===== config.mk =====
export PLATFORM = sky130hd
export DESIGN_NAME = vram_port_arbiter
export DESIGN_NICKNAME = d
export VERILOG_FILES = /design/src/rtl/vram_port_arbiter.sv
export SDC_FILE = /design/constraint.sdc
export NUM_CORES = 1
export LEC_CHECK = 0
export CAP_MARGIN = 20
export CELL_PAD_IN_SITES_DETAIL_PLACEMENT = 0
export CELL_PAD_IN_SITES_GLOBAL_PLACEMENT = 2
export CORE_MARGIN = 2
export CORE_UTILIZATION = 23
export CTS_CLUSTER_SIZE = 12
export DETAILED_ROUTE_END_ITERATION = 16
export PLACE_DENSITY_LB_ADDON = 0.25
export SYNTH_ARGS = -nofsm -noshare
export SYNTH_HDL_FRONTEND = slang
export SYNTH_SLANG_ARGS = --single-unit

===== constraint.sdc =====
create_clock -name CLK_50 -period 5.19 [get_ports CLK_50]
set_clock_uncertainty 0.05 [all_clocks]
set_input_delay 1.038 -clock CLK_50 [delete_from_list [all_inputs] [get_ports CLK_50]]
set_output_delay 1.038 -clock CLK_50 [all_outputs]
set_load 0.02 [all_outputs]

===== src/rtl/vram_port_arbiter.sv =====
// Port-B arbiter for the video RAM: VGA scan-out, a full-RAM clear engine and a debug reader.
// Optional macro VRAM_ARB_CLEAR_ON_RESET_EN starts a clear on the first edge after reset.
module vram_port_arbiter #(
    parameter int DATA_WIDTH = 16,
    parameter int ADDR_WIDTH = 10
) (
    input  logic                  CLK_50,
    input  logic                  reset,
    input  logic                  vga_active,
    input  logic [ADDR_WIDTH-1:0] vga_addr,
    output logic [DATA_WIDTH-1:0] vga_data,
    input  logic                  clear_start,
    output logic                  clear_busy,
    output logic                  clear_done,
    input  logic                  dbg_req,
    input  logic [ADDR_WIDTH-1:0] dbg_addr,
    output logic                  dbg_ack,
    output logic [DATA_WIDTH-1:0] dbg_data,
    output logic [ADDR_WIDTH-1:0] ram_addr_b,
    output logic [DATA_WIDTH-1:0] ram_data_b,
    output logic                  ram_wren_b,
    input  logic [DATA_WIDTH-1:0] ram_q_b
);

    typedef enum logic [1:0] {IDLE, CLEAR, DBG_RD, DBG_CAP} state_t;

    state_t                state, state_nxt;
    logic [ADDR_WIDTH-1:0] cnt, cnt_nxt;
    logic                  done_nxt, ack_nxt, cap;
    logic                  start_clr;

`ifdef VRAM_ARB_CLEAR_ON_RESET_EN
    // Set while in reset, so the first edge after release behaves like a clear_start pulse.
    logic boot_clr;
    always_ff @(posedge CLK_50 or posedge reset) begin
        if (reset) boot_clr <= 1'b1;
        else       boot_clr <= 1'b0;
    end
    assign start_clr = clear_start | boot_clr;
`else
    assign start_clr = clear_start;
`endif

    assign vga_data   = ram_q_b;
    assign ram_data_b = '0;
    assign clear_busy = (state == CLEAR);

    always_comb begin
        state_nxt  = state;
        cnt_nxt    = cnt;
        done_nxt   = 1'b0;
        ack_nxt    = 1'b0;
        cap        = 1'b0;
        ram_addr_b = '0;
        ram_wren_b = 1'b0;
        case (state)
            IDLE: begin
                if (start_clr) begin
                    state_nxt = CLEAR;
                    cnt_nxt   = '0;
                end else if (dbg_req && !dbg_ack) begin
                    state_nxt = DBG_RD;
                end
            end
            CLEAR: begin
                if (!vga_active) begin
                    ram_addr_b = cnt;
                    ram_wren_b = 1'b1;
                    cnt_nxt    = cnt + ADDR_WIDTH'(1);
                    if (cnt == {ADDR_WIDTH{1'b1}}) begin
                        state_nxt = IDLE;
                        done_nxt  = 1'b1;
                    end
                end
            end
            DBG_RD: begin
                if (!vga_active) begin
                    ram_addr_b = dbg_addr;
                    state_nxt  = DBG_CAP;
                end
            end
            DBG_CAP: begin
                // Read data belongs to last cycle's address, so capture even if VGA owns the port now.
                cap       = 1'b1;
                ack_nxt   = 1'b1;
                state_nxt = IDLE;
            end
            default: state_nxt = IDLE;
        endcase
        if (vga_active) begin
            ram_addr_b = vga_addr;
            ram_wren_b = 1'b0;
        end
    end

    always_ff @(posedge CLK_50 or posedge reset) begin
        if (reset) begin
            state      <= IDLE;
            cnt        <= '0;
            clear_done <= 1'b0;
            dbg_ack    <= 1'b0;
            dbg_data   <= '0;
        end else begin
            state      <= state_nxt;
            cnt        <= cnt_nxt;
            clear_done <= done_nxt;
            dbg_ack    <= ack_nxt;
            if (cap) dbg_data <= ram_q_b;
        end
    end

endmodule


# == After elaboration in Yosys (flattened, before gate mapping) ==
# Index checks and enable logic that the tools add are counted.
# word_totals
reg_bits,30
latchBits,0
ram_bits,0
mem_bits_ro,0
input_bits,41
output_inout_bits,62
word_cells,38
n_memories,0
# op_classes
addsub,1
multipliers,0
div,0
magnitude_cmp,0
eq_ne,9
shift,0
mux,17
bitwise_logic,0
reduce_logical,6
# op_table
cell,count
10-bit case mux with 2 select lines,2
10-bit 2-to-1 mux,3
10-bit by 1-bit adder with 10-bit output (second input constant),1
10-bit equality test (second input constant),1
2-bit 2-to-1 mux,5
2-bit case mux with 4 select lines,1
1-bit 2-to-1 mux,6
2-bit != test (second input constant),3
2-bit equality test (second input constant),2
4-bit AND reduction,1
3-bit != test (second input constant),1
3-bit AND reduction,1
2-bit by 1-bit equality test with 1-bit output (second input constant),1
2-bit zero test,1
2-bit by 1-bit != test with 1-bit output (second input constant),1
2-bit nonzero test,1
1-bit logical AND,1
1-bit zero test,1

# == Depth between registers and ports, before layout ==
# Gate-level depths: netlist of run 1.
# depth
word_depth,5
depth_mapped,8
depth_no_buf,6

# == Least setup slack after synthesis of run 1 ==
# No wires, ideal clock.
# synth_timing
path_kind,reg2out
from,register state[1]
to,output port ram_addr_b[0]
arrival_time_ns,1.910
required_ns,4.102
slack_ns,2.192
path_stages_with_launch,7
n_path_buf,2
cell_sequence,dfrtp_1 > inv_1 > ha_1 > clkbuf_1 > clkbuf_1 > a22oi_1 > o21ai_0
# synth_between
elab_chain_cells,3
word_cells_on_any_way,4
classes_between,eq/ne: 2; mux: 2
# synth_lines
element,line_no,source
start: declaration,27,"state_t state, state_nxt;"
start signal: assignment,104,state <= state_nxt;
2-bit by 1-bit equality test with 1-bit output,--,
via clear_busy,13,"output logic clear_busy,"
10-bit case mux with 2 select lines,56,case (state)
10-bit 2-to-1 mux,90,if (vga_active) begin
end: declaration,19,"output logic [ADDR_WIDTH-1:0] ram_addr_b,"
# The timed path passes the listed nets, and every way through them passes these cells.

# == Worst setup path after layout of run 1 ==
# layout_timing
from,input port vga_active
to,output port ram_addr_b[7]
# layout_between
elab_chain_cells,1
# layout_lines
element,line_no,source
start: declaration,9,"input logic vga_active,"
10-bit 2-to-1 mux,90,
# No other way between the ends.

==> results of run 1 <==
[flip-flops by register name (all words and copies together) (netlist names)]
register,count
cnt,10
dbg_ack,1
state,2
dbg_data,16
clear_done,1
[placed cells by master (no fill, tap or decap), types with 2 or more instances in the layout]
cell type         n
o21ai_0          11
clkbuf_8          5
nor3_1            2
clkinv_2          2
clkdlybuf4s50_1  86
nand2b_1          4
mux2_2           11
nand2_1          17
dfrtp_1          30
buf_4             2
nor2_1            7
or3_1             3
conb_1           16
mux2_1            6
and2_1            2
a22oi_1          12
a21oi_1           7
o2bb2ai_1         3
a31o_1            2
inv_1             5
ha_1              5
a2bb2oi_1         2
o21ai_1           3
[through the flow]
step                      setup WS [ns]  hold slack (ns)  util [%]  std cells
after floorplan                    2.19            0.472         -        206
after global placement             1.35            0.416      33.8        354
after detailed placement           1.31            0.425      33.8        354
after CTS                          1.29            0.440      35.2        362
after global routing               1.20            0.453      35.2        362
final                              1.29            0.435      35.2        362
[kinds of logic after synthesis]
kind of cell               Yosys count  synth area share (%)
buffers and inverters               48                  16.3
and+or+nand+nor                     45                  12.9
AOI/OAI and AO/OA                   44                  15.7
DFF                                 30                  40.7
muxes                               17                  10.4
adders and majority gates            5                  3.39
other                                1                 0.203
xor gates and xnor gates             1                 0.475
[worst reg2reg max path: stages (launching register included)]
cell     delay [ns]
dfrtp_1        0.42
inv_1          0.09
ha_1           0.56
mux2_2         0.29
nand4_1        0.20
or3_1          0.40
a21oi_1        0.14
[power by group]
part	internal (uW)	total (uW)	leakage (uW)	switching, uW
clock	141	228	0.0000579	87.4
combinational	317	651	0.000701	335
sequential	318	368	0.000379	50.2
total	775	1250	0.00114	472
[worst max path at each step]
stage | from | endpoint | cells past startpoint
after floorplan | state[1] | ram_addr_b[0] | 6
after global placement | vga_active | ram_addr_b[4] | 5
after detailed placement | vga_active | ram_addr_b[7] | 5
after CTS | vga_active | ram_addr_b[7] | 5
after global routing | vga_active | ram_addr_b[7] | 5
final | vga_active | ram_addr_b[7] | 5
[routing by layer]
| metal | GRT usage, % | vias up | part of all wire, % | wire length [um] |
|---|---|---|---|---|
| met1 | 13.4 | 662 | 47 | 2090 |
| met5 | 0 | - | 0 | 0 |
| met4 | 3.62 | 0 | 0.72 | 32 |
| met2 | 14.6 | 93 | 39 | 1700 |
| met3 | 4.59 | 2 | 14 | 597 |
| li1 | - | 762 | - | - |
[layout make-up]
cell class / instances / area [um2] / share of cell area, %
inverter: 6 / 22.5 / 0.823
timing repair buffer: 88 / 876 / 32.0
tap: 102 / 128 / 4.66
sequential: 30 / 751 / 27.4
clock buffer: 5 / 68.8 / 2.51
clock inverter: 3 / 40.0 / 1.46
multi-input combinational: 128 / 851 / 31.1
==> impl_results.md, run 1 <==
- Status: finished, final reports clean
- Cell with the most instances after synthesis: buf_4
- HPWL Detailed: approximately 3.4 mm
- N_diodes: 0
- CP bufs+invs: 3
- Startpoint types: primary input
- Num rows: 32
- Cells taking the most area after synthesis: dfrtp_1, buf_4, mux2_2
- EDFF count, synth: 0
- Port bufs: 86
- Syn_area_per_cell: 9.66 um2
- Die area: around 0.009 mm2
- Number of top-level pins: around 100
- Cell Pwr Density: between 400 and 500 mW/mm2
- Synth Cell Area: around 0.0018 mm2
- CORE AREA: 0.00777 mm2
- # fillers: 799
- CP max stage delay: approximately 0.64 ns
- Setup Fix Bufs, Post-CTS: 0
- MaxCap Viol Count: 0
- Worst-path fanout max: 21
- Vias per inst: 4.20
- Hold crit path type: flop to flop
- Largest net degree at the start of global routing: 31
- Worst-case reg-to-reg path depth: 6
- CTS H-tree lvls: 2
- Share of the synthesized area in the top cell type: 40.7%
- Worst Hold Launch: dbg_data[14]
- Power Total: approximately 1200 uW
- Clock transition at path regs: ~0.060 ns
- Clk buf depth: 2
- Unrepaired setup endpoints after global routing: no
- Global-route wire length before repair: approximately 6.9 mm
- Part of the Yosys area used for sequential elements: a little over 40%
- Die X: 93.6 um
- FMAX: between 200 and 300 MHz
- Initial antenna violation count: 0
- Worst vdd ir: between 100 and 150 uV
- Routed WL: between 4 and 5 mm
- Root Buffer: clkbuf_8
- Post-route cell area: 0.00274 mm2
- Vias in the first global route: approximately 1400
- Reg2Reg Setup Slack: ~3.0 ns
- Final hold vios: 0
- # setup viols final: 0
- Wirelength per Cell: 12.2 um
- WHS Path Cells: 1
- Crit path capture type: primary output
- Final net count: around 310
- WP data arrival: 2.81 ns
- DRC viols: 0
- Asr flop ratio synth: 100%
- Vias after detailed routing: approximately 1500
- Synthesized flop and latch total: 30
- CTS sink cnt: 30
- Yosys top cell by area: dfrtp_1
- Worst EP required: between 4 and 5 ns
- Num CTS Buffers: 5
- Pre-antenna DRT Iters: 4
- Critical-path cell list: clkdlybuf4s50_1 -> buf_4 -> nand2b_1 -> o21ai_0 -> clkdlybuf4s50_1
- Worst slew pin tran: between 0.7 and 0.8 ns
- Placed Area: about 0.0026 mm2
- Post-CTS Resized: 0
- Hold Path Sink: dbg_data[14]
- Post-Syn Instances: 191
- Initial Util: a little under a quarter
- Library cells used by synthesis: 38
- Main synth FF type: dfrtp_1
- Post-synth top cells: buf_4, dfrtp_1, nand2_1, a22oi_1
- Die H: 93.6 um
- Min Tclk post-route: approximately 4 ns
- Max Slew Vio Count: 0
- R2r startpoint: state[1]
- Most used cell, CP: clkdlybuf4s50_1
- DR iter-0 viols: 70
- CP top delay family: buffers and inverters
- Routed Antenna Nets: 0
- Slowest CP cell: clkdlybuf4s50_1
- Total grt overflow: 0
- Synth Warn #: 0
- Leakage: around 0.0011 uW
- Area Overhead vs Synth: 48.3%
- Worst-Skew Late Latency: around 0.28 ns
- WS Path Type: primary input to primary output
- Routability cong.: ~0.68
- CTS tree: built
- Gr usage total: about a tenth
- Part of the cycle the worst path needs: about three quarters
- Setup TNS: 0 ns
- Slew HR: just under 50%
- Share of cells above drive strength 1: under 10%
- CTS Hold Bufs: 0
- Critical R2R Capture: cnt[6]
Note: power is estimated with default switching activity, not from simulation.
==> run 2: changes to the inputs <==
- CORE_UTILIZATION: 23 -> 19
- clock period: 5.19 -> 3.2 ns (I/O delays scaled with it)
==> run 2 against run 1 <==
Sequential power is 63% higher. Flip-flop and latch count unchanged. Worst hold slack hardly changed. Worst setup slack got worse by 0.98 ns. Critical path depth unchanged. Clock power is 37% higher. Sequential share of layout area down 0.19 points. First-iteration DRC count down 5.7%. Die area grew 20%. Critical path type is now flop to primary output. Largest cell class unchanged. Combinational power rose by 64%. Final cell count rose by 7.5%.
==> impl_results.md, run 2 (same netlist as run 1, synthesis figures left out) <==
- Final hold vios: 0 (unchanged)
- Largest registers: dbg_data x16, cnt x10, state x2
- Die X: 103 um (+9.6%)
- Hold Path Sink: dbg_data[14]
- Share of cells above drive strength 1: 9.62% (unchanged)
- Most frequent cells in the layout: clkdlybuf4s50_1, dfrtp_1, nand2_1, conb_1, a22oi_1
- Vias in the first global route: 1534 (+10%)
- Worst vdd ir: 195 uV (+56%)
- CTS tree: built
- Num rows: 35 (+9.4%)
- Vias after detailed routing: 1555 (+2.4%)
- DR iter-0 viols: 66 (-5.7%)
- CTS sink cnt: 30 (unchanged)
- DRC viols: 0 (unchanged)
- Largest net degree at the start of global routing: 31 (unchanged)
- Pre-antenna DRT Iters: 4 (unchanged)
- Worst slew pin tran: 0.843 ns (+0.0829 ns)
- Unrepaired setup endpoints after global routing: no
- R2r startpoint: state[1]
- MaxCap Viol Count: 0 (unchanged)
- WP data arrival: 2.19 ns (-0.62 ns)
- Die H: 103 um (+9.6%)
- Clock transition at path regs: 0.07 ns (about the same)
- Part of the cycle the worst path needs: 90.2%
- Min Tclk post-route: just under 3 ns
- Routed WL: 4.80 mm (+8.6%)
- Routability cong.: 0.655 (-3.4%)
- Final design utilization: 29.5% (-5.7 points)
- WHS Path Cells: 1 (unchanged)
- Root Buffer: clkbuf_8
- Worst-path fanout max: 12 (-43%)
- Slew HR: 43.8% (-5.5 points)
- Total grt overflow: 0 (unchanged)
- Initial Util: 19.8% (-4.0 points)
- CTS Hold Bufs: 0 (unchanged)
- Largest register by flop count: dbg_data
- Cell Pwr Density: 720 mW/mm2 (+58%)
- Area Overhead vs Synth: 49.3%
- Die area: 0.0105 mm2 (+20%)
- Status: finished, final reports clean
- Gr usage total: 9.18% (-1.0 points)
- Routed Antenna Nets: 0 (unchanged)
- Setup Fix Bufs, Post-CTS: 0 (unchanged)
- Power Total: 1980 uW (+59%)
- Worst-Skew Late Latency: 0.27 ns (about the same)
- Worst-case reg-to-reg path depth: 6 (unchanged)
- Leakage: 0.00113 uW (-0.98%)
- Critical R2R Capture: cnt[6]
- Num CTS Buffers: 5 (unchanged)
- FF+latch area: 751 um2 (unchanged)
- Worst EP required: 2.51 ns (-1.59 ns)
- Number of top-level pins: 103 (unchanged)
- Port bufs: 86 (unchanged)
- Crit path capture type: primary output
- WS Path Type: flop to primary output
- Worst Hold Launch: dbg_data[14]
- CTS H-tree lvls: 2 (unchanged)
- Post-CTS Resized: 0 (unchanged)
- Commonest non-fill, non-tap cell in the layout: clkdlybuf4s50_1
- Setup TNS: 0 ns (unchanged)
- Vias per inst: 4.00 (-4.7%)
- FMAX: roughly 350 MHz
- Global-route wire length before repair: 7.39 mm (+6.7%)
- Hold crit path type: flop to flop
- Multi-input gate area: 853 um2 (+0.29%)
- Final net count: 305 (unchanged)
- Reg2Reg Setup Slack: 1.15 ns (-1.82 ns)
- Startpoint types: flop
- # setup viols final: 0 (unchanged)
- Wirelength per Cell: 12.3 um (+1.1%)
- N_diodes: 0 (unchanged)
- # fillers: 1028 (+29%)
- HPWL Detailed: 3.61 mm (+7.2%)
- Max reg flops: 16 (unchanged)
- Initial antenna violation count: 0 (unchanged)
- Clk buf depth: 2 (unchanged)
- CORE AREA: 0.00933 mm2 (+20%)
- Max Slew Vio Count: 0 (unchanged)
run 2: stage by stage:
stage	setup slack, ns	std cells	hold slack, ns	instance area (um2)
after floorplan	0.600	206	0.472	1900
after global placement	0.352	381	0.418	2660
after detailed placement	0.325	381	0.425	2660
after CTS	0.0770	389	0.441	2750
after global routing	0.0948	389	0.444	2760
final	0.315	389	0.435	2760
run 2: worst max path at each step:
stage | from | end | slack [ns] | cells after the start
finish | state[0] | ram_addr_b[6] | 0.32 | 5
global route | state[0] | ram_addr_b[6] | 0.09 | 5
CTS | state[1] | ram_addr_b[9] | 0.08 | 5
detailed placement | vga_active | ram_addr_b[2] | 0.33 | 4
global placement | vga_active | ram_addr_b[0] | 0.35 | 4
floorplan | state[1] | ram_addr_b[0] | 0.60 | 6
run 2: worst max-delay path, stage by stage (launching register included):
cell,delay (ns)
dfrtp_1,0.42
inv_1,0.10
ha_1,0.45
a22oi_1,0.13
o21ai_0,0.18
clkdlybuf4s50_1,0.63
run 2: routing by layer:
layer  track usage [%]  up-vias  part of all wire, %
met4              2.77        0                 0.52
li1                  -      764                    -
met5                 0        -                    0
met3              3.66        2                   11
met1              11.6      702                   47
met2              14.4       87                   42
run 2: final cells by class:
| class | count | area share, % |
|---|---|---|
| repair buffers | 88 | 31.8 |
| multi-input cells | 128 | 31.0 |
| inverters | 6 | 0.817 |
| clock buffers | 7 | 3.13 |
| well taps | 129 | 5.86 |
| flip-flops and latches | 30 | 27.2 |
| clock inverters | 1 | 0.182 |
run 2: report_power, final:
group          total, uW  switching (uW)  internal [uW]
logic               1070             556            517
clock network        312             139            173
registers            599            83.9            515
==> patch: new RTL, flow settings as in run 2 <==
Encoding of `state_t`: now one-hot (4 bits for 4 states).
--- a/src/rtl/vram_port_arbiter.sv
+++ b/src/rtl/vram_port_arbiter.sv
@@ -23,5 +23,5 @@
 );
 
-    typedef enum logic [1:0] {IDLE, CLEAR, DBG_RD, DBG_CAP} state_t;
+    typedef enum logic [3:0] {IDLE = 4'b0001, CLEAR = 4'b0010, DBG_RD = 4'b0100, DBG_CAP = 4'b1000} state_t;
 
     state_t                state, state_nxt;
Behaviour: no difference found for any inputs over 10 cycles, from zero or initial values and one cycle with reset high; not proved beyond that.
==> patch against run 2 <==
Global-route usage is 0.24 points higher; worst hold slack better by 23 ps; maximum frequency is 2.5% lower; setup slack worse by 73 ps; via count is 1.7% higher; die area is 5.7% higher; routed wire length is 7.7% higher; utilization is 0.50 points lower; clock power is 40% higher; area after synthesis is 6.0% higher; cell area is 6.9% higher; total power is 5.3% higher; sequential cell count is 2 higher; largest power group unchanged; highest routed layer unchanged.
==> patch: results (changes against run 2) <==
[status]
status = finished, final reports clean  ; unchanged

[logic_synthesis]
synth_mux_area_share_pct = 9.79  ; was 10.4%
synth_xor_area_share_pct = 2.69  ; was 0.475%
async_flop_share_pct = 100  ; unchanged
yosysSeqAreaShare_pct = 41.0  ; was 40.7%
yosysWarnings = 0  ; unchanged
synth-compound-area-share_pct = 15.0  ; was 15.7%
yosys-top-cells-area = dfrtp_1 (40%), buf_4 (13%), mux2_2 (9.8%)  ; was dfrtp_1 (41%), buf_4 (13%), mux2_2 (6.7%)
ys_types = 42  ; was 38
avgSynthCellArea_sq_um = 10.5  ; was 9.66 sq um
synth_fa_ha_area_share_pct = 0.640  ; was 3.39%
synth_common_cells = buf_4 (34), dfrtp_1 (31), mux2_2 (17)  ; was buf_4 (32), dfrtp_1 (30), nand2_1 (17)

[global_routing]
grt_max_degree = 33  ; was 31
grt_pass1_vias = 1530  ; was 1534
met1_usage_pct = 11.7  ; was 11.6%
globalRouteMet2Util_pct = 16.4  ; was 14.4%
grt_usage_pct = 9.42  ; was 9.18%
grt_pass1_wl_microns = 8260  ; was 7390 microns
gr-usage-met3_pct = 1.67  ; was 3.66%

[timing]
tightest_slew_ps = 566  ; was 843 ps
max_freq_ghz = 0.338  ; was 0.347 GHz
holdWs_ps = 458  ; was 435 ps

[detailed_routing]
met2_length_microns = 2640  ; was 1990 microns
vias = 1581  ; was 1555
wl_met3_microns = 170  ; was 530 microns
drt-total-wl_microns = 5170  ; was 4800 microns
wl_met1_microns = 2290  ; was 2250 microns
drt_iter0_markers = 76  ; was 66

[placed_design]
post-dp-hpwl_microns = 3900  ; was 3610 microns
globalplace.congestion = 0.694  ; was 0.655
io_buffers = 86  ; unchanged
placed_cell_area_sq_um = 2820  ; was 2660 sq um
dp_cells = 392  ; was 381
pre_cts_ws_ps = 327  ; was 325 ps

[final_layout]
drive_gt1_share_pct = 17.0  ; was 9.62%
top_regs = dbg_data: 16 flops, cnt: 10 flops, state: 4 flops  ; was dbg_data: 16 flops, cnt: 10 flops, state: 2 flops
instances_no_fill = 400  ; was 389

[critical_path]
crit_path_max_fanout = 11  ; was 12
r2r_cells = 4  ; was 6
cp_top_family = buffers and inverters  ; unchanged
regToRegSetupSlack_ps = 1180  ; was 1150 ps
r2r-end = state[2]  ; was cnt[6]
cp-startpoint = state[0]  ; unchanged
critPathCapture = ram_addr_b[4]  ; was ram_addr_b[6]
slowest_delay_ps = 680  ; was 630 ps
critPathSlowestCell = dfstp_2  ; was clkdlybuf4s50_1
cp.arrival_ps = 2270  ; was 2190 ps

[min_path]
hold_path_end = dbg_data[11]  ; was dbg_data[14]
hold_start = dbg_data[11]  ; was dbg_data[14]
min_path_type = reg2reg  ; unchanged

[power_and_ir_drop]
peakVddDrop_uv = 312  ; was 195 uV
p_leak_nw = 1.20  ; was 1.13 nW

[clock_network]
cts.clk_slew.worst_paths_ps = 70  ; about the same

[patch: final cells by class]
cell class / count / area, sq um
Clock buffer: 7 / 96.3
Clock inverter: 1 / 30.0
Fill cell: 1044 / 7190
Inverter: 3 / 11.3
Multi-Input combinational cell: 126 / 906
Sequential cell: 32 / 802
Tap cell: 136 / 170
Timing Repair Buffer: 95 / 928
[patch: power by group]
part	switching [mW]	internal [mW]
registers	0.0984	0.547
logic	0.501	0.507
clock network	0.162	0.275
total	0.761	1.33
[patch: kinds of logic (layout without fill, tap and decap cells)]
| group | count (synthesis) | after routing |
|---|---|---|
| flip-flops | 32 | 32 |
| AO/OA/AOI/OAI | 41 | 41 |
| XOR/XNOR | 6 | 6 |
| adder cells (fa/ha/maj) | 1 | 1 |
| buffers and inverters | 44 | 106 |
| AND/OR/NAND/NOR | 45 | 45 |
| multiplexers | 17 | 17 |
| other | 1 | 16 |
